File: src/rtl/regfile_write_arbiter_pkg.sv
// Shared definitions for the register-file write arbiter.
// Priority encodings and register-index sizing.
package regfile_write_arbiter_pkg;

    localparam int REG_IDX_W = 5;
    localparam int NUM_REGS  = 32;

    typedef enum logic {
        PREF_A = 1'b0,
        PREF_B = 1'b1
    } prio_e;

endpackage

File: src/rtl/regfile_write_arbiter_decoder5to32.sv
// 5-to-32 one-hot decoder with enable.
// Output is all-zero when enable is low.
module decoder5to32
    import regfile_write_arbiter_pkg::*;
(
    input  logic [REG_IDX_W-1:0] idx,
    input  logic                 en,
    output logic [NUM_REGS-1:0]  dec
);

    // One-hot expansion of the index, gated by enable
    always_comb begin
        dec = '0;
        if (en) begin
            dec[idx] = 1'b1;
        end
    end

endmodule

File: src/rtl/regfile_write_arbiter.sv
// Round-robin arbiter sharing the register-file write port
// between the ALU (A) and load (B) writeback paths.
module regfile_write_arbiter
    import regfile_write_arbiter_pkg::*;
#(
    parameter int WIDTH = 32,
    parameter int CNT_W = 16
) (
    input  logic                 CLK,
    input  logic                 RST,
    input  logic                 HOLD,
    input  logic                 A_VALID,
    input  logic [REG_IDX_W-1:0] A_RD,
    input  logic [WIDTH-1:0]     A_DATA,
    output logic                 A_READY,
    input  logic                 B_VALID,
    input  logic [REG_IDX_W-1:0] B_RD,
    input  logic [WIDTH-1:0]     B_DATA,
    output logic                 B_READY,
    output logic [NUM_REGS-1:0]  WE,
    output logic [REG_IDX_W-1:0] WADDR,
    output logic [WIDTH-1:0]     WDATA,
    output logic                 GRANT_B,
    output logic [CNT_W-1:0]     CONFLICT_CNT
);

    prio_e                prio_q;
    prio_e                prio_d;
    logic                 a_grant;
    logic                 b_grant;
    logic                 accept;
    logic [REG_IDX_W-1:0] sel_rd;
    logic [WIDTH-1:0]     sel_data;
    logic                 dec_en;
    logic [NUM_REGS-1:0]  dec_we;
    logic                 conflict;

    // Grant decode: hold blocks all, a lone requester wins, ties go to prio
    always_comb begin
        a_grant = 1'b0;
        b_grant = 1'b0;
        if (!RST && !HOLD) begin
            if (A_VALID && B_VALID) begin
                a_grant = (prio_q == PREF_A);
                b_grant = (prio_q == PREF_B);
            end else begin
                a_grant = A_VALID;
                b_grant = B_VALID;
            end
        end
    end

    assign A_READY  = a_grant;
    assign B_READY  = b_grant;
    assign accept   = a_grant | b_grant;
    assign sel_rd   = b_grant ? B_RD : A_RD;
    assign sel_data = b_grant ? B_DATA : A_DATA;
    assign dec_en   = accept && (sel_rd != '0);
    assign conflict = A_VALID && B_VALID && !HOLD;

    // Priority next state: favour the side that just lost
    always_comb begin
        prio_d = prio_q;
        unique case (1'b1)
            a_grant: prio_d = PREF_B;
            b_grant: prio_d = PREF_A;
            default: prio_d = prio_q;
        endcase
    end

    // Priority state register
    always_ff @(posedge CLK or posedge RST) begin
        if (RST) begin
            prio_q <= PREF_A;
        end else begin
            prio_q <= prio_d;
        end
    end

    decoder5to32 u_dec (
        .idx (sel_rd),
        .en  (dec_en),
        .dec (dec_we)
    );

    // Output stage: WE pulses per accept, address/data/source hold otherwise
    always_ff @(posedge CLK or posedge RST) begin
        if (RST) begin
            WE      <= '0;
            WADDR   <= '0;
            WDATA   <= '0;
            GRANT_B <= 1'b0;
        end else begin
            WE <= dec_we;
            if (accept) begin
                WADDR   <= sel_rd;
                WDATA   <= sel_data;
                GRANT_B <= b_grant;
            end
        end
    end

    // Saturating count of cycles with competing requests
    always_ff @(posedge CLK or posedge RST) begin
        if (RST) begin
            CONFLICT_CNT <= '0;
        end else if (conflict && (CONFLICT_CNT != '1)) begin
            CONFLICT_CNT <= CONFLICT_CNT + CNT_W'(1);
        end
    end

endmodule

File: config.mk
export PLATFORM = sky130hd
export DESIGN_NAME = regfile_write_arbiter
export DESIGN_NICKNAME = d
export VERILOG_FILES = /design/src/rtl/regfile_write_arbiter_pkg.sv /design/src/rtl/regfile_write_arbiter_decoder5to32.sv /design/src/rtl/regfile_write_arbiter.sv
export SDC_FILE = /design/constraint.sdc
export NUM_CORES = 1
export LEC_CHECK = 0
export ABC_AREA = 1
export BUFFER_PORTS_ARGS = -buffer_cell sky130_fd_sc_hd__buf_2
export CORE_MARGIN = 5
export CORE_UTILIZATION = 30
export CTS_CLUSTER_SIZE = 40
export DETAILED_ROUTE_END_ITERATION = 16
export HOLD_SLACK_MARGIN = 0.03
export PLACE_DENSITY = 0.63
export SETUP_SLACK_MARGIN = 0.4
export SLEW_MARGIN = 0
export SYNTH_ARGS = -nofsm -noshare
export SYNTH_HDL_FRONTEND = slang
export SYNTH_SLANG_ARGS = --single-unit
File: constraint.sdc
create_clock -name CLK -period 3.2 [get_ports CLK]
set_input_delay 0.64 -clock CLK [delete_from_list [all_inputs] [get_ports CLK]]
set_output_delay 0.64 -clock CLK [all_outputs]
set_load 0.005 [all_outputs]
* After elaboration in Yosys (flattened, before gate mapping)
Index checks and enable logic that the tools add are counted.
W data, S select, Z words.
** Cells by class
- $lt $le $gt $ge :: 2
- Reduce and logical (&&, ||, !) cells :: 10
- Equality and inequality tests :: 1
- Bitwise operators :: 2
- Add/sub/neg operators :: 1
- Mux-type cells :: 10
** Operators with widths (count)
- $mux W32 :: 2
- $add A16 B1 Y16 const B :: 1
- $ne A16 B16 Y1 const B :: 1
- $logic_and A1 B1 Y1 :: 6
- $lt A5 B6 Y1 const B :: 1
- $demux W1 S5 :: 1
- $ge A5 B1 Y1 const B :: 1
- $mux W1 :: 5
- $mux W5 :: 1
- $reduce_bool A5 Y1 :: 1
- $logic_not A1 Y1 :: 2
- $pmux W1 S2 :: 1
- $reduce_bool A2 Y1 :: 1
- $not A1 Y1 :: 1
- $or A1 B1 Y1 :: 1
** Word-level totals
- Register bits after elaboration :: 87
- Input bits :: 79
- Output and inout port bits :: 88
- Logic and storage cells :: 32

* Logic depth before layout (Yosys ltp)
Gate-level depths: netlist (run 1).
- Depth in word-level cells :: 9
- Depth in mapped cells :: 11
- Mapped depth without buffers :: 11

* Hierarchy
A second synthesis (run 1) with hierarchy kept.
** Unflattened totals
- Cells, all modules :: 420
- Area, all modules :: 3758.6 um^2
** Modules (own cells, without submodules)
- regfile_write_arbiter :: times used 1, sequential area each 2177.1 um^2, cells an instance 370, area an instance 3558.4 um^2
- decoder5to32 :: times used 1, sequential area each 0.0 um^2, cells an instance 50, area an instance 200.2 um^2

* Least setup slack after synthesis (run 1)
OpenSTA, ideal clock, no wires.
- Path type :: input port to output port
- From :: input port HOLD
- To :: output port B_READY
- Cell stages on the path :: 5
- Required time :: 2.560 ns
- Buffers on the path :: 2
- Arrival time :: 1.290 ns
- Path slack :: 1.270 ns
- Cells stage by stage :: nor2_8 nand3_4 buf_6 inv_2 buf_2
** On the way
- Word-level cells in the longest chain between the ends :: 3
** Ends and longest elaborated chain
- start, declared :: line regfile_write_arbiter.sv:11 : input logic HOLD,
- $logic_not A1 Y1 :: line regfile_write_arbiter.sv:42 : if (!RST && !HOLD) begin
- $logic_and A1 B1 Y1 :: line regfile_write_arbiter.sv:42
- $mux W1 :: line regfile_write_arbiter.sv:42
- end, declared :: line regfile_write_arbiter.sv:19 : output logic B_READY,
Every way passes these cells.

* Worst setup path after layout (run 1)
Ends and elaborated chain as after synthesis.

==> results of run 1 <==
## final timing paths
kind / start / slack [ps] / end
worst max-delay path: HOLD / 1090 / B_READY
worst min-delay path: RST / 460 / CONFLICT_CNT[14]
worst max register to register: prio_q / 1160 / WE[14]
worst min register to register: WDATA[17] / 480 / WDATA[17]
max in group asynchronous: RST / 2020 / WDATA[26]
min in group CLK: WDATA[17] / 480 / WDATA[17]
## report_power, final
| group | switching, mW | internal [mW] | total, mW |
|---|---|---|---|
| combinational | 0.332 | 0.266 | 0.597 |
| clock | 0.479 | 0.543 | 1.02 |
| sequential | 0.116 | 1.26 | 1.37 |
## cells by family after synthesis
group	count (synthesis)	synth area share, %
AO/OA/AOI/OAI	20	3.36
XOR/XNOR	7	1.54
adder cells (fa/ha/maj)	1	0.314
buffers and inverters	54	6.08
flip-flops	87	54.6
other	1	0.0940
AND/OR/NAND/NOR	283	34.1
## placed cells by master (no fill, tap or decap), types with 3 or more instances in the layout
cell type | netlist | final
sky130_fd_sc_hd__dfrtp_1 | 87 | 87
sky130_fd_sc_hd__nor2_4 | 3 | 3
sky130_fd_sc_hd__nand2_1 | 150 | 150
sky130_fd_sc_hd__xor2_1 | 5 | 5
sky130_fd_sc_hd__o21ai_0 | 4 | 4
sky130_fd_sc_hd__inv_2 | 11 | 11
sky130_fd_sc_hd__nor2_1 | 35 | 35
sky130_fd_sc_hd__a21oi_1 | 4 | 4
sky130_fd_sc_hd__nor2_2 | 6 | 6
sky130_fd_sc_hd__buf_2 | 9 | 166
sky130_fd_sc_hd__inv_1 | 27 | 26
sky130_fd_sc_hd__nand3_1 | 33 | 33
sky130_fd_sc_hd__clkbuf_16 | 0 | 9
sky130_fd_sc_hd__nor3_1 | 7 | 7
sky130_fd_sc_hd__o21ai_1 | 3 | 3
sky130_fd_sc_hd__nand3_2 | 6 | 6
sky130_fd_sc_hd__nand2_2 | 18 | 18
sky130_fd_sc_hd__nand4_1 | 16 | 16
sky130_fd_sc_hd__a2bb2oi_1 | 3 | 3
sky130_fd_sc_hd__o21ai_2 | 6 | 6
## final cells by class
type | count | area [um^2]
tap | 176 | 220
fill | 1366 | 7870
clock buffer | 9 | 225
multi-input combinational | 312 | 1570
sequential | 87 | 2180
clock inverter | 7 | 61.3
timing repair buffer | 169 | 866
inverter | 39 | 153
## synth_stat cells (all sizes together)
cell | instances | share of area [%]
buf | 13 | 2.2
nor3 | 7 | 0.88
o21ai | 13 | 2.2
ha | 1 | 0.31
nand2 | 170 | 17
conb | 1 | 0.094
nor2 | 45 | 5.6
xor2 | 5 | 1.1
clkbuf | 2 | 0.19
nand4 | 17 | 2.8
dfrtp | 87 | 55
nand3b | 3 | 0.75
xnor2 | 2 | 0.44
nand3 | 41 | 6.5
inv | 39 | 3.7
a21oi | 4 | 0.50
a2bb2oi | 3 | 0.66
## registers in the layout, summed over array words and instances, names as in the netlist
register      cells
WDATA            32
GRANT_B           1
WE               32
prio_q            1
WADDR             5
CONFLICT_CNT     16
## worst reg2reg max path: stages (launching register included)
cell	delay [ps]
sky130_fd_sc_hd__dfrtp_1	380
sky130_fd_sc_hd__inv_1	80
sky130_fd_sc_hd__nand2_2	120
sky130_fd_sc_hd__nand3_4	170
sky130_fd_sc_hd__nand2_2	230
sky130_fd_sc_hd__inv_2	580
sky130_fd_sc_hd__nor2_2	140
sky130_fd_sc_hd__nand2_2	170
sky130_fd_sc_hd__nor2_1	70
## stage by stage
step,power [mW],util (%)
CTS,3.04,40.1
global placement,1.99,38.0
global route,3.18,40.1
floorplan,1.70,-
detailed placement,2.00,38.0
finish,2.99,40.1
## routing by layer
metal / vias to the layer above / track usage (%)
met5: - / 0
met2: 113 / 22.9
met3: 19 / 4.95
met4: 2 / 6.25
li1: 1760 / -
met1: 1553 / 16.8
==> report_table.html, run 1 <==
<table>
<tr><th>Metric</th><th>Value</th></tr>
<tr><th colspan="2">Cells and area</th></tr>
<tr><td>Layout Nets</td><td>698</td></tr>
<tr><td>Final instance area</td><td>0.00527 mm^2</td></tr>
<tr><td>Count of inserted antenna diode cells</td><td>0</td></tr>
<tr><td>Area growth from synthesis to final layout</td><td>32.1%</td></tr>
<tr><td>Fin cells</td><td>799</td></tr>
<tr><td>Share of post-route cells with drive strength above 1</td><td>39.3%</td></tr>
<tr><th colspan="2">Critical path</th></tr>
<tr><td>Cell depth of the worst flop-to-flop path</td><td>8</td></tr>
<tr><td>Logic depth of the worst path, buffers included</td><td>5</td></tr>
<tr><td>Gate family responsible for the most delay along the worst path</td><td>buffers and inverters</td></tr>
<tr><td>Worst EP required</td><td>2560 ps</td></tr>
<tr><td>Delay of the slowest cell on the worst path</td><td>190 ps</td></tr>
<tr><td>Critical setup path kind</td><td>input pin to output pin</td></tr>
<tr><td>Dominant cell type by count on the critical path</td><td>sky130_fd_sc_hd__buf_2</td></tr>
<tr><td>Crit path max-delay cell type</td><td>sky130_fd_sc_hd__nand3_4</td></tr>
<tr><td>Cell Chain, Critical Path</td><td>buf_2, nor2_8, nand3_4, inv_2, buf_2</td></tr>
<tr><td>Worst path bufs/invs</td><td>3</td></tr>
<tr><td>Kind of end point of the critical path</td><td>output pin</td></tr>
<tr><td>Highest fanout seen on the critical path</td><td>13</td></tr>
<tr><td>Signal arrival time at the worst endpoint</td><td>1470 ps</td></tr>
<tr><td>Startpoint class of the critical path</td><td>input pin</td></tr>
<tr><th colspan="2">Route</th></tr>
<tr><td>Detailed-route via count</td><td>3447</td></tr>
<tr><td>Met3 wire len</td><td>758 um</td></tr>
<tr><td>Met2 WL</td><td>5190 um</td></tr>
<tr><td>DR vias/cell</td><td>4.31</td></tr>
<tr><td>Uppermost layer routed</td><td>met5</td></tr>
<tr><td>Post-route antenna net violation count</td><td>0</td></tr>
<tr><td>Average detailed-routed wire length per instance</td><td>13.6 um</td></tr>
<tr><td>Total routed wire length on the met1 layer</td><td>4670 um</td></tr>
<tr><td>DRT Pass-1 Iters</td><td>4</td></tr>
<tr><td>DR DRC count</td><td>0</td></tr>
<tr><td>Initial DRC Count</td><td>144</td></tr>
<tr><td>Detailed-route wire length</td><td>10900 um</td></tr>
<tr><th colspan="2">Placed design</th></tr>
<tr><td>Port Buffer Count</td><td>166</td></tr>
<tr><td>Post-placement cell area</td><td>0.00499 mm^2</td></tr>
<tr><td>HPWL Detailed</td><td>8350 um</td></tr>
<tr><td>Global placement routability congestion</td><td>0.817</td></tr>
<tr><td>DP Worst Slack</td><td>743 ps</td></tr>
<tr><td>Number of placed cells counting well taps</td><td>783</td></tr>
<tr><th colspan="2">Floorplanning</th></tr>
<tr><td>Die Y</td><td>125 um</td></tr>
<tr><td>Die Footprint</td><td>0.0157 mm^2</td></tr>
<tr><td>Number of I/O pins</td><td>167</td></tr>
<tr><td>Area of the placeable core</td><td>0.0131 mm^2</td></tr>
<tr><td>Total number of placement rows</td><td>42</td></tr>
<tr><td>Starting Density</td><td>30.4%</td></tr>
<tr><td>Die Span X</td><td>125 um</td></tr>
<tr><th colspan="2">Pwr</th></tr>
<tr><td>Worst IR Drop VDD</td><td>193 uV</td></tr>
<tr><td>Standby leakage power</td><td>2.84 nW</td></tr>
<tr><td>Cell area power density</td><td>567 mW/mm^2</td></tr>
<tr><th colspan="2">Clock network</th></tr>
<tr><td>Root buf cell</td><td>sky130_fd_sc_hd__clkbuf_16</td></tr>
<tr><td>Buffer count from post-CTS setup fixing</td><td>0</td></tr>
<tr><td>Clock network latency to the later pin of the worst-skew pair</td><td>350 ps</td></tr>
<tr><td>Clk sinks</td><td>87</td></tr>
<tr><td>Clock input transition at the sequential cells of the worst setup and hold paths</td><td>70 ps</td></tr>
<tr><td>Deepest clock path buffer count</td><td>2</td></tr>
<tr><td>CTS HTree Levels</td><td>3</td></tr>
<tr><td>CTS Hold Buffers Added</td><td>0</td></tr>
<tr><td>Resized cells post-CTS</td><td>0</td></tr>
<tr><td>CTS Buf Count</td><td>9</td></tr>
<tr><td>CTS tree</td><td>yes</td></tr>
<tr><th colspan="2">Timing</th></tr>
<tr><td>Sum Neg Setup Slack</td><td>0 ps</td></tr>
<tr><td>Setup WS post-layout</td><td>1090 ps</td></tr>
<tr><td>Achievable frequency</td><td>475 MHz</td></tr>
<tr><td>Min cycle time layout</td><td>2110 ps</td></tr>
<tr><td>Headroom to the max-slew limit</td><td>51.2%</td></tr>
<tr><td>Max-slew violation total from the final report</td><td>0</td></tr>
<tr><td>Clock tree skew after final layout</td><td>9.34 ps</td></tr>
<tr><td>Endpoints failing setup</td><td>0</td></tr>
<tr><td>Worst-Margin Slew</td><td>731 ps</td></tr>
<tr><td>Setup repair after global routing missed its margin</td><td>no</td></tr>
<tr><td>Fin. Hold Viols</td><td>0</td></tr>
<tr><td>Hold Worst Slack</td><td>459 ps</td></tr>
<tr><td>Ratio of final minimum period to clock period</td><td>65.8%</td></tr>
<tr><th colspan="2">Global routing</th></tr>
<tr><td>Global-route wire length before repair</td><td>17700 um</td></tr>
<tr><td>Total congestion overflow</td><td>0</td></tr>
<tr><td>Pin count of the biggest net entering global routing</td><td>57</td></tr>
<tr><td>Number of antenna violations at the first check in global routing</td><td>1</td></tr>
<tr><td>Vias in the first global route</td><td>3619</td></tr>
<tr><td>Total routing usage reported by global routing</td><td>14.0%</td></tr>
<tr><th colspan="2">Yosys</th></tr>
<tr><td>Synthesis-stage register bit count</td><td>87</td></tr>
<tr><td>Area of the mapped netlist</td><td>0.00399 mm^2</td></tr>
<tr><td>Post-synthesis sequential area ratio</td><td>54.6%</td></tr>
<tr><td>Number of distinct standard cells referenced by the synthesized netlist</td><td>32</td></tr>
<tr><td>Avg Cell Area, Syn</td><td>8.81 um^2</td></tr>
<tr><td>Yosys warning count</td><td>0</td></tr>
<tr><td>Net count after synthesis</td><td>533</td></tr>
<tr><td>Number of cells produced by synthesis</td><td>453</td></tr>
<tr><th colspan="2">Flow run</th></tr>
<tr><td>Number of maximum-capacitance constraint violations</td><td>0</td></tr>
<tr><th colspan="2">Run status</th></tr>
<tr><td>Outcome</td><td>complete, no violations</td></tr>
<tr><th colspan="2">Min path</th></tr>
<tr><td>Worst min path class</td><td>input pin to asynchronous set/reset pin</td></tr>
</table>
Note: power is estimated with default switching activity, not from simulation.
==> run 2: changes to the inputs <==
==> constraint.sdc (replaced) <==
create_clock -name CLK -period 2.2 [get_ports CLK]
set_input_delay 0.44 -clock CLK [delete_from_list [all_inputs] [get_ports CLK]]
set_output_delay 0.44 -clock CLK [all_outputs]
set_load 0.005 [all_outputs]
==> run 2 against run 1 <==
Net effect: non-clock buffer count is 6 higher; critical path depth stayed put; worst hold slack worse by 250 ps; largest power group unchanged; highest routed layer is now met4.
==> report_table.html, run 2 (synthesis results as in run 1) <==
<table>
<tr><th>Metric</th><th>Value</th></tr>
<tr><th colspan="2">Run status</th></tr>
<tr><td>Outcome</td><td>complete, no violations (unchanged)</td></tr>
<tr><th colspan="2">Timing</th></tr>
<tr><td>Endpoints failing setup</td><td>0 (unchanged)</td></tr>
<tr><td>Sum Neg Setup Slack</td><td>0 ps (unchanged)</td></tr>
<tr><td>Min cycle time layout</td><td>1670 ps</td></tr>
<tr><td>Achievable frequency</td><td>597 MHz</td></tr>
<tr><td>Worst-Margin Slew</td><td>595 ps (was 731 ps)</td></tr>
<tr><td>Max-slew violation total from the final report</td><td>0 (unchanged)</td></tr>
<tr><td>Setup WS post-layout</td><td>526 ps (was 1090 ps)</td></tr>
<tr><td>Ratio of final minimum period to clock period</td><td>76.1%</td></tr>
<tr><td>Clock tree skew after final layout</td><td>4.55 ps (was 9.34 ps)</td></tr>
<tr><td>Fin. Hold Viols</td><td>0 (unchanged)</td></tr>
<tr><td>Headroom to the max-slew limit</td><td>60.3% (was 51.2%)</td></tr>
<tr><td>Setup repair after global routing missed its margin</td><td>no (unchanged)</td></tr>
<tr><th colspan="2">Pwr</th></tr>
<tr><td>Cell area power density</td><td>821 mW/mm^2 (was 567 mW/mm^2)</td></tr>
<tr><td>Overall power of the completed layout</td><td>4.41 mW (was 2.99 mW)</td></tr>
<tr><td>Worst IR Drop VDD</td><td>323 uV (was 193 uV)</td></tr>
<tr><td>Standby leakage power</td><td>2.89 nW (was 2.84 nW)</td></tr>
<tr><th colspan="2">Critical path</th></tr>
<tr><td>Gate family responsible for the most delay along the worst path</td><td>flip-flops (was buffers and inverters)</td></tr>
<tr><td>Signal arrival time at the worst endpoint</td><td>1230 ps (was 1470 ps)</td></tr>
<tr><td>Startpoint class of the critical path</td><td>flop (was input pin)</td></tr>
<tr><td>Start point of the critical path</td><td>prio_q (was HOLD)</td></tr>
<tr><td>Worst EP required</td><td>1760 ps (was 2560 ps)</td></tr>
<tr><td>Cell Chain, Critical Path</td><td>inv_1, nand2_2, nand3_4, inv_4, buf_2 (was buf_2, nor2_8, nand3_4, inv_2, buf_2)</td></tr>
<tr><td>Critical setup path kind</td><td>flop to output pin (was input pin to output pin)</td></tr>
<tr><td>Delay of the slowest cell on the worst path</td><td>340 ps (was 190 ps)</td></tr>
<tr><td>Highest fanout seen on the critical path</td><td>9 (was 13)</td></tr>
<tr><td>Kind of end point of the critical path</td><td>output pin (unchanged)</td></tr>
<tr><td>Beginning of the worst register-to-register path</td><td>CONFLICT_CNT[0] (was prio_q)</td></tr>
<tr><td>Crit path max-delay cell type</td><td>sky130_fd_sc_hd__dfrtp_1 (was sky130_fd_sc_hd__nand3_4)</td></tr>
<tr><td>Worst path bufs/invs</td><td>3 (unchanged)</td></tr>
<tr><th colspan="2">Clock network</th></tr>
<tr><td>Clock input transition at the sequential cells of the worst setup and hold paths</td><td>70 ps (about the same)</td></tr>
<tr><td>Deepest clock path buffer count</td><td>2 (unchanged)</td></tr>
<tr><td>CTS tree</td><td>yes (unchanged)</td></tr>
<tr><td>Root buf cell</td><td>sky130_fd_sc_hd__clkbuf_16 (unchanged)</td></tr>
<tr><td>CTS Hold Buffers Added</td><td>0 (unchanged)</td></tr>
<tr><td>Clk sinks</td><td>87 (unchanged)</td></tr>
<tr><td>CTS HTree Levels</td><td>3 (unchanged)</td></tr>
<tr><td>CTS Buf Count</td><td>9 (unchanged)</td></tr>
<tr><td>Clock network latency to the later pin of the worst-skew pair</td><td>350 ps (about the same)</td></tr>
<tr><th colspan="2">Global routing</th></tr>
<tr><td>Total congestion overflow</td><td>0 (unchanged)</td></tr>
<tr><td>Number of antenna violations at the first check in global routing</td><td>0 (was 1)</td></tr>
<tr><td>Global-route wire length before repair</td><td>17900 um (was 17700 um)</td></tr>
<tr><td>Vias in the first global route</td><td>3674 (was 3619)</td></tr>
<tr><td>Pin count of the biggest net entering global routing</td><td>35 (was 57)</td></tr>
<tr><td>Highest-utilization routing layer at the global route stage</td><td>met2 (unchanged)</td></tr>
<tr><td>Met3 track demand over resource</td><td>4.39% (was 4.95%)</td></tr>
<tr><td>Met2 usage</td><td>23.4% (was 22.9%)</td></tr>
<tr><td>Total routing usage reported by global routing</td><td>14.2% (was 14.0%)</td></tr>
<tr><td>GR Layer Usage met1</td><td>17.1% (was 16.8%)</td></tr>
<tr><th colspan="2">Cells and area</th></tr>
<tr><td>Commonest non-fill, non-tap cell in the layout</td><td>sky130_fd_sc_hd__buf_2 (unchanged)</td></tr>
<tr><td>Top Registers</td><td>WDATA (32), WE (32), CONFLICT_CNT (16) (unchanged)</td></tr>
<tr><td>Area growth from synthesis to final layout</td><td>34.7% (was 32.1%)</td></tr>
<tr><td>Count of filler cells inserted in the layout</td><td>1350 (was 1366)</td></tr>
<tr><td>Most frequent cells in the layout</td><td>sky130_fd_sc_hd__buf_2, sky130_fd_sc_hd__nand2_1, sky130_fd_sc_hd__dfrtp_1 (unchanged)</td></tr>
<tr><td>Fin util</td><td>40.9% (was 40.1%)</td></tr>
<tr><td>Count of inserted antenna diode cells</td><td>0 (unchanged)</td></tr>
<tr><td>Share of post-route cells with drive strength above 1</td><td>39.9% (was 39.3%)</td></tr>
<tr><td>Layout Nets</td><td>704 (was 698)</td></tr>
<tr><th colspan="2">Route</th></tr>
<tr><td>Detailed-route wire length</td><td>10800 um (was 10900 um)</td></tr>
<tr><td>DRT Pass-1 Iters</td><td>4 (unchanged)</td></tr>
<tr><td>Post-route antenna net violation count</td><td>0 (unchanged)</td></tr>
<tr><td>Average detailed-routed wire length per instance</td><td>13.4 um (was 13.6 um)</td></tr>
<tr><td>Detailed-route via count</td><td>3560 (was 3447)</td></tr>
<tr><td>DR DRC count</td><td>0 (unchanged)</td></tr>
<tr><td>Initial DRC Count</td><td>229 (was 144)</td></tr>
<tr><td>DR vias/cell</td><td>4.42 (was 4.31)</td></tr>
<tr><th colspan="2">Floorplanning</th></tr>
<tr><td>Die Span X</td><td>125 um (unchanged)</td></tr>
<tr><td>Die Y</td><td>125 um (unchanged)</td></tr>
<tr><td>Total number of placement rows</td><td>42 (unchanged)</td></tr>
<tr><td>Number of I/O pins</td><td>167 (unchanged)</td></tr>
<tr><td>Area of the placeable core</td><td>0.0131 mm^2 (unchanged)</td></tr>
<tr><td>Die Footprint</td><td>0.0157 mm^2 (unchanged)</td></tr>
<tr><td>Starting Density</td><td>30.4% (unchanged)</td></tr>
<tr><th colspan="2">Flow run</th></tr>
<tr><td>Number of maximum-capacitance constraint violations</td><td>0 (unchanged)</td></tr>
<tr><th colspan="2">Placed design</th></tr>
<tr><td>HPWL Detailed</td><td>8400 um (was 8350 um)</td></tr>
<tr><td>Port Buffer Count</td><td>166 (unchanged)</td></tr>
<tr><td>Global placement routability congestion</td><td>0.816 (was 0.817)</td></tr>
<tr><td>DP Worst Slack</td><td>356 ps (was 743 ps)</td></tr>
<tr><th colspan="2">Min path</th></tr>
<tr><td>Worst min path class</td><td>input pin to asynchronous set/reset pin (unchanged)</td></tr>
</table>
[run 2: where the power goes]
| group | internal (mW) | switching (mW) |
|---|---|---|
| logic | 0.404 | 0.487 |
| registers | 1.83 | 0.172 |
| clock network | 0.807 | 0.713 |
| total | 3.04 | 1.37 |
[run 2: worst paths after layout]
kind                                         end  slack [ps]  cells after the start
worst min register to register          WDATA[6]         480                      2
worst max-delay path                     B_READY         530                      5
worst min-delay path            CONFLICT_CNT[15]         210                      2
min in group CLK                       WDATA[17]         310                      3
worst max register to register   CONFLICT_CNT[2]         550                     10
max in group asynchronous              WDATA[19]        1440                      3
[run 2: layout make-up]
| class | count | area [um^2] | share of cell area, % |
|---|---|---|---|
| sequential | 87 | 2180 | 40.5 |
| multi-input combinational | 312 | 1570 | 29.2 |
| timing repair buffer | 175 | 948 | 17.6 |
| clock buffer | 9 | 225 | 4.19 |
| tap | 176 | 220 | 4.10 |
| inverter | 39 | 160 | 2.98 |
| clock inverter | 7 | 72.6 | 1.35 |
[run 2: worst register-to-register path: cells and delay by family, from the launching register on]
family,cells,cell delay [ps]
flip-flops,1,410
AND/OR/NAND/NOR,6,660
adder cells (fa/ha/maj),1,220
buffers and inverters,3,240
[run 2: timing repair]
action | in CTS | in global routing
setup endpoints to repair | 1 | 17
gates cloned | 0 | 0
buffers inserted | 1 | 2
gates resized for setup | 1 | 3
pin swaps | 0 | 1
[run 2: metal layers]
metal	part of all wire, %	up-vias
met3	7.6	16
met2	48	129
met4	2.3	0
met1	42	1638
met5	0	-
li1	-	1777
[run 2: through the flow]
stage / std cells / hold WS (ps) / instance area [um^2]
after global routing: 805 / 271 / 5370
after global placement: 786 / 457 / 5030
after CTS: 803 / 219 / 5340
final: 805 / 207 / 5370
after detailed placement: 786 / 471 / 5030
after floorplan: 453 / 465 / 3990
==> run 3: changes to the inputs <==
==> constraint.sdc (replaced) <==
create_clock -name CLK -period 1.73 [get_ports CLK]
set_input_delay 0.346 -clock CLK [delete_from_list [all_inputs] [get_ports CLK]]
set_output_delay 0.346 -clock CLK [all_outputs]
set_load 0.005 [all_outputs]
==> run 3 against run 2 <==
Net effect: total power grew 45%; clock power is 43% higher; die area unchanged; sequential power up 30%; clock skew grew 0.69 ps; critical path depth rose by 4; via count increased by 6.8%; sequential share of layout area shrank 6.9 points; register-to-register slack got worse by 310 ps; first-iteration DRC count rose by 3.5%; flip-flop and latch count did not move; largest cell class is now multi-input gates.
==> report_table.html, run 3 (synthesis results as in run 1) <==
<table>
<tr><th>Metric</th><th>Value</th></tr>
<tr><th colspan="2">Run status</th></tr>
<tr><td>Outcome</td><td>complete, no violations (unchanged)</td></tr>
<tr><th colspan="2">Timing</th></tr>
<tr><td>Ratio of final minimum period to clock period</td><td>86.1%</td></tr>
<tr><td>Setup repair after global routing missed its margin</td><td>yes (was no)</td></tr>
<tr><td>Max-slew violation total from the final report</td><td>0 (unchanged)</td></tr>
<tr><td>Min cycle time layout</td><td>1490 ps</td></tr>
<tr><td>Endpoints failing setup</td><td>0 (unchanged)</td></tr>
<tr><td>Sum Neg Setup Slack</td><td>0 ps (unchanged)</td></tr>
<tr><td>Achievable frequency</td><td>671 MHz</td></tr>
<tr><td>Setup WS post-layout</td><td>240 ps (was 526 ps)</td></tr>
<tr><td>Clock tree skew after final layout</td><td>5.23 ps (was 4.55 ps)</td></tr>
<tr><td>Fin. Hold Viols</td><td>0 (unchanged)</td></tr>
<tr><th colspan="2">Placed design</th></tr>
<tr><td>Global placement routability congestion</td><td>0.840 (was 0.816)</td></tr>
<tr><td>DP Worst Slack</td><td>111 ps (was 356 ps)</td></tr>
<tr><td>HPWL Detailed</td><td>8750 um (was 8400 um)</td></tr>
<tr><td>Port Buffer Count</td><td>166 (unchanged)</td></tr>
<tr><th colspan="2">Critical path</th></tr>
<tr><td>Worst path bufs/invs</td><td>3 (unchanged)</td></tr>
<tr><td>FF-to-FF End</td><td>WE[14] (was CONFLICT_CNT[2])</td></tr>
<tr><td>Setup slack of the most critical reg-to-reg path</td><td>240 ps (was 550 ps)</td></tr>
<tr><td>Signal arrival time at the worst endpoint</td><td>1760 ps (was 1230 ps)</td></tr>
<tr><td>Cell Chain, Critical Path</td><td>inv_2, nand2_4, nand3_4, buf_8, nand2_8, clkinv_8, nor2_4, nand2_8, nor2_4 (was inv_1, nand2_2, nand3_4, inv_4, buf_2)</td></tr>
<tr><td>Worst EP required</td><td>2000 ps (was 1760 ps)</td></tr>
<tr><td>Delay of the slowest cell on the worst path</td><td>360 ps (was 340 ps)</td></tr>
<tr><td>Kind of end point of the critical path</td><td>flop (was output pin)</td></tr>
<tr><td>Gate family responsible for the most delay along the worst path</td><td>simple AND/OR/NAND/NOR gates (was flip-flops)</td></tr>
<tr><td>Highest fanout seen on the critical path</td><td>8 (was 9)</td></tr>
<tr><td>Cell depth of the worst flop-to-flop path</td><td>9 (was 10)</td></tr>
<tr><td>Crit path max-delay cell type</td><td>sky130_fd_sc_hd__dfrtp_1 (unchanged)</td></tr>
<tr><td>Critical setup path kind</td><td>flop to flop (was flop to output pin)</td></tr>
<tr><td>Beginning of the worst register-to-register path</td><td>prio_q (was CONFLICT_CNT[0])</td></tr>
<tr><td>Startpoint class of the critical path</td><td>flop (unchanged)</td></tr>
<tr><th colspan="2">Global routing</th></tr>
<tr><td>Number of antenna violations at the first check in global routing</td><td>1 (was 0)</td></tr>
<tr><td>Total routing usage reported by global routing</td><td>14.8% (was 14.2%)</td></tr>
<tr><td>Global-route wire length before repair</td><td>18900 um (was 17900 um)</td></tr>
<tr><td>Pin count of the biggest net entering global routing</td><td>44 (was 35)</td></tr>
<tr><td>Vias in the first global route</td><td>3819 (was 3674)</td></tr>
<tr><td>Total congestion overflow</td><td>0 (unchanged)</td></tr>
<tr><th colspan="2">Cells and area</th></tr>
<tr><td>Share of post-route cells with drive strength above 1</td><td>56.4% (was 39.9%)</td></tr>
<tr><td>Most frequent cells in the layout</td><td>sky130_fd_sc_hd__buf_2, sky130_fd_sc_hd__nand2_1, sky130_fd_sc_hd__dfrtp_1 (unchanged)</td></tr>
<tr><td>Commonest non-fill, non-tap cell in the layout</td><td>sky130_fd_sc_hd__buf_2 (unchanged)</td></tr>
<tr><td>Top Registers</td><td>WDATA (32), WE (32), CONFLICT_CNT (16) (unchanged)</td></tr>
<tr><td>Area growth from synthesis to final layout</td><td>62.7% (was 34.7%)</td></tr>
<tr><td>Count of inserted antenna diode cells</td><td>0 (unchanged)</td></tr>
<tr><td>Layout Nets</td><td>740 (was 704)</td></tr>
<tr><th colspan="2">Route</th></tr>
<tr><td>Post-route antenna net violation count</td><td>0 (unchanged)</td></tr>
<tr><td>Initial DRC Count</td><td>237 (was 229)</td></tr>
<tr><td>DR vias/cell</td><td>4.52 (was 4.42)</td></tr>
<tr><td>Detailed-route wire length</td><td>12300 um (was 10800 um)</td></tr>
<tr><td>DRT Pass-1 Iters</td><td>7 (was 4)</td></tr>
<tr><td>DR DRC count</td><td>0 (unchanged)</td></tr>
<tr><td>Average detailed-routed wire length per instance</td><td>14.6 um (was 13.4 um)</td></tr>
<tr><td>Detailed-route via count</td><td>3801 (was 3560)</td></tr>
<tr><th colspan="2">Clock network</th></tr>
<tr><td>CTS tree</td><td>yes (unchanged)</td></tr>
<tr><td>CTS HTree Levels</td><td>3 (unchanged)</td></tr>
<tr><td>Deepest clock path buffer count</td><td>2 (unchanged)</td></tr>
<tr><td>Clk sinks</td><td>87 (unchanged)</td></tr>
<tr><td>Clock network latency to the later pin of the worst-skew pair</td><td>340 ps (was 350 ps)</td></tr>
<tr><td>Root buf cell</td><td>sky130_fd_sc_hd__clkbuf_16 (unchanged)</td></tr>
<tr><td>CTS Buf Count</td><td>9 (unchanged)</td></tr>
<tr><td>CTS Hold Buffers Added</td><td>0 (unchanged)</td></tr>
<tr><td>Clock input transition at the sequential cells of the worst setup and hold paths</td><td>60 ps (was 70 ps)</td></tr>
<tr><th colspan="2">Flow run</th></tr>
<tr><td>Number of maximum-capacitance constraint violations</td><td>0 (unchanged)</td></tr>
<tr><th colspan="2">Pwr</th></tr>
<tr><td>Standby leakage power</td><td>3.38 nW (was 2.89 nW)</td></tr>
<tr><td>Worst IR Drop VDD</td><td>634 uV (was 323 uV)</td></tr>
<tr><td>Cell area power density</td><td>987 mW/mm^2 (was 821 mW/mm^2)</td></tr>
<tr><th colspan="2">Floorplanning</th></tr>
<tr><td>Area of the placeable core</td><td>0.0131 mm^2 (unchanged)</td></tr>
<tr><td>Number of I/O pins</td><td>167 (unchanged)</td></tr>
<tr><td>Starting Density</td><td>30.4% (unchanged)</td></tr>
<tr><td>Die Y</td><td>125 um (unchanged)</td></tr>
<tr><td>Die Footprint</td><td>0.0157 mm^2 (unchanged)</td></tr>
<tr><td>Die Span X</td><td>125 um (unchanged)</td></tr>
<tr><td>Total number of placement rows</td><td>42 (unchanged)</td></tr>
<tr><th colspan="2">Min path</th></tr>
<tr><td>Worst min path class</td><td>input pin to asynchronous set/reset pin (unchanged)</td></tr>
</table>
==> run 3: how the worst max path moves through the flow <==
stage | start | to | slack (ps) | cells after the start
after global placement | CONFLICT_CNT[0] | CONFLICT_CNT[5] | 150 | 11
after floorplan | CONFLICT_CNT[0] | CONFLICT_CNT[4] | 210 | 11
final | prio_q | WE[14] | 240 | 9
after detailed placement | HOLD | WE[22] | 110 | 8
after CTS | prio_q | A_READY | 230 | 4
after global routing | prio_q | WE[14] | 160 | 9
==> run 3: routing by layer <==
metal | vias to the layer above | track usage (%) | wire length, um
met3 | 26 | 4.01 | 682
li1 | 1850 | - | -
met2 | 133 | 25.0 | 6150
met4 | 2 | 6.57 | 338
met5 | - | 0 | 13
met1 | 1790 | 17.9 | 5120
==> run 3: worst reg2reg max path, stage by stage (launching register included) <==
cell	delay, ps
sky130_fd_sc_hd__dfrtp_1	360
sky130_fd_sc_hd__inv_2	60
sky130_fd_sc_hd__nand2_4	70
sky130_fd_sc_hd__nand3_4	110
sky130_fd_sc_hd__buf_8	190
sky130_fd_sc_hd__nand2_8	100
sky130_fd_sc_hd__clkinv_8	100
sky130_fd_sc_hd__nor2_4	190
sky130_fd_sc_hd__nand2_8	120
sky130_fd_sc_hd__nor2_4	120
==> run 3: power by group <==
part / total, mW / leakage [nW] / internal [mW] / switching, mW
clock: 2.18 / 0.165 / 1.39 / 0.793
combinational: 1.62 / 2.10 / 0.796 / 0.825
sequential: 2.61 / 1.12 / 2.33 / 0.277
==> run 3: final cells by class <==
class	instances	area (um^2)
fillers	1205	6650
clock buffers	12	267
flip-flops and latches	87	2180
well taps	176	220
repair buffers	211	1360
clock inverters	4	76.3
multi-input cells	312	2200
inverters	39	188
==> run 3: through the flow <==
| step | util, % | instances | hold WS [ps] | power, mW | instance area (um^2) |
|---|---|---|---|---|---|
| after detailed placement | 38.8 | 792 | 426 | 3.79 | 5100 |
| final | 49.4 | 841 | 56.7 | 6.41 | 6490 |
| after floorplan | - | 453 | 465 | 3.19 | 4020 |
| after global routing | 49.4 | 841 | 77.8 | 6.76 | 6490 |
| after global placement | 38.8 | 792 | 418 | 3.75 | 5100 |
| after CTS | 44.6 | 830 | 57.3 | 6.19 | 5860 |
==> run 3: what timing repair did <==
| item | 4_1_cts | 5_1_grt |
|---|---|---|
| buffers inserted | 20 | 9 |
| setup endpoints to repair | 86 | 91 |
| pin swaps | 16 | 38 |
| cloned | 2 | 2 |
| gates resized for setup | 55 | 127 |
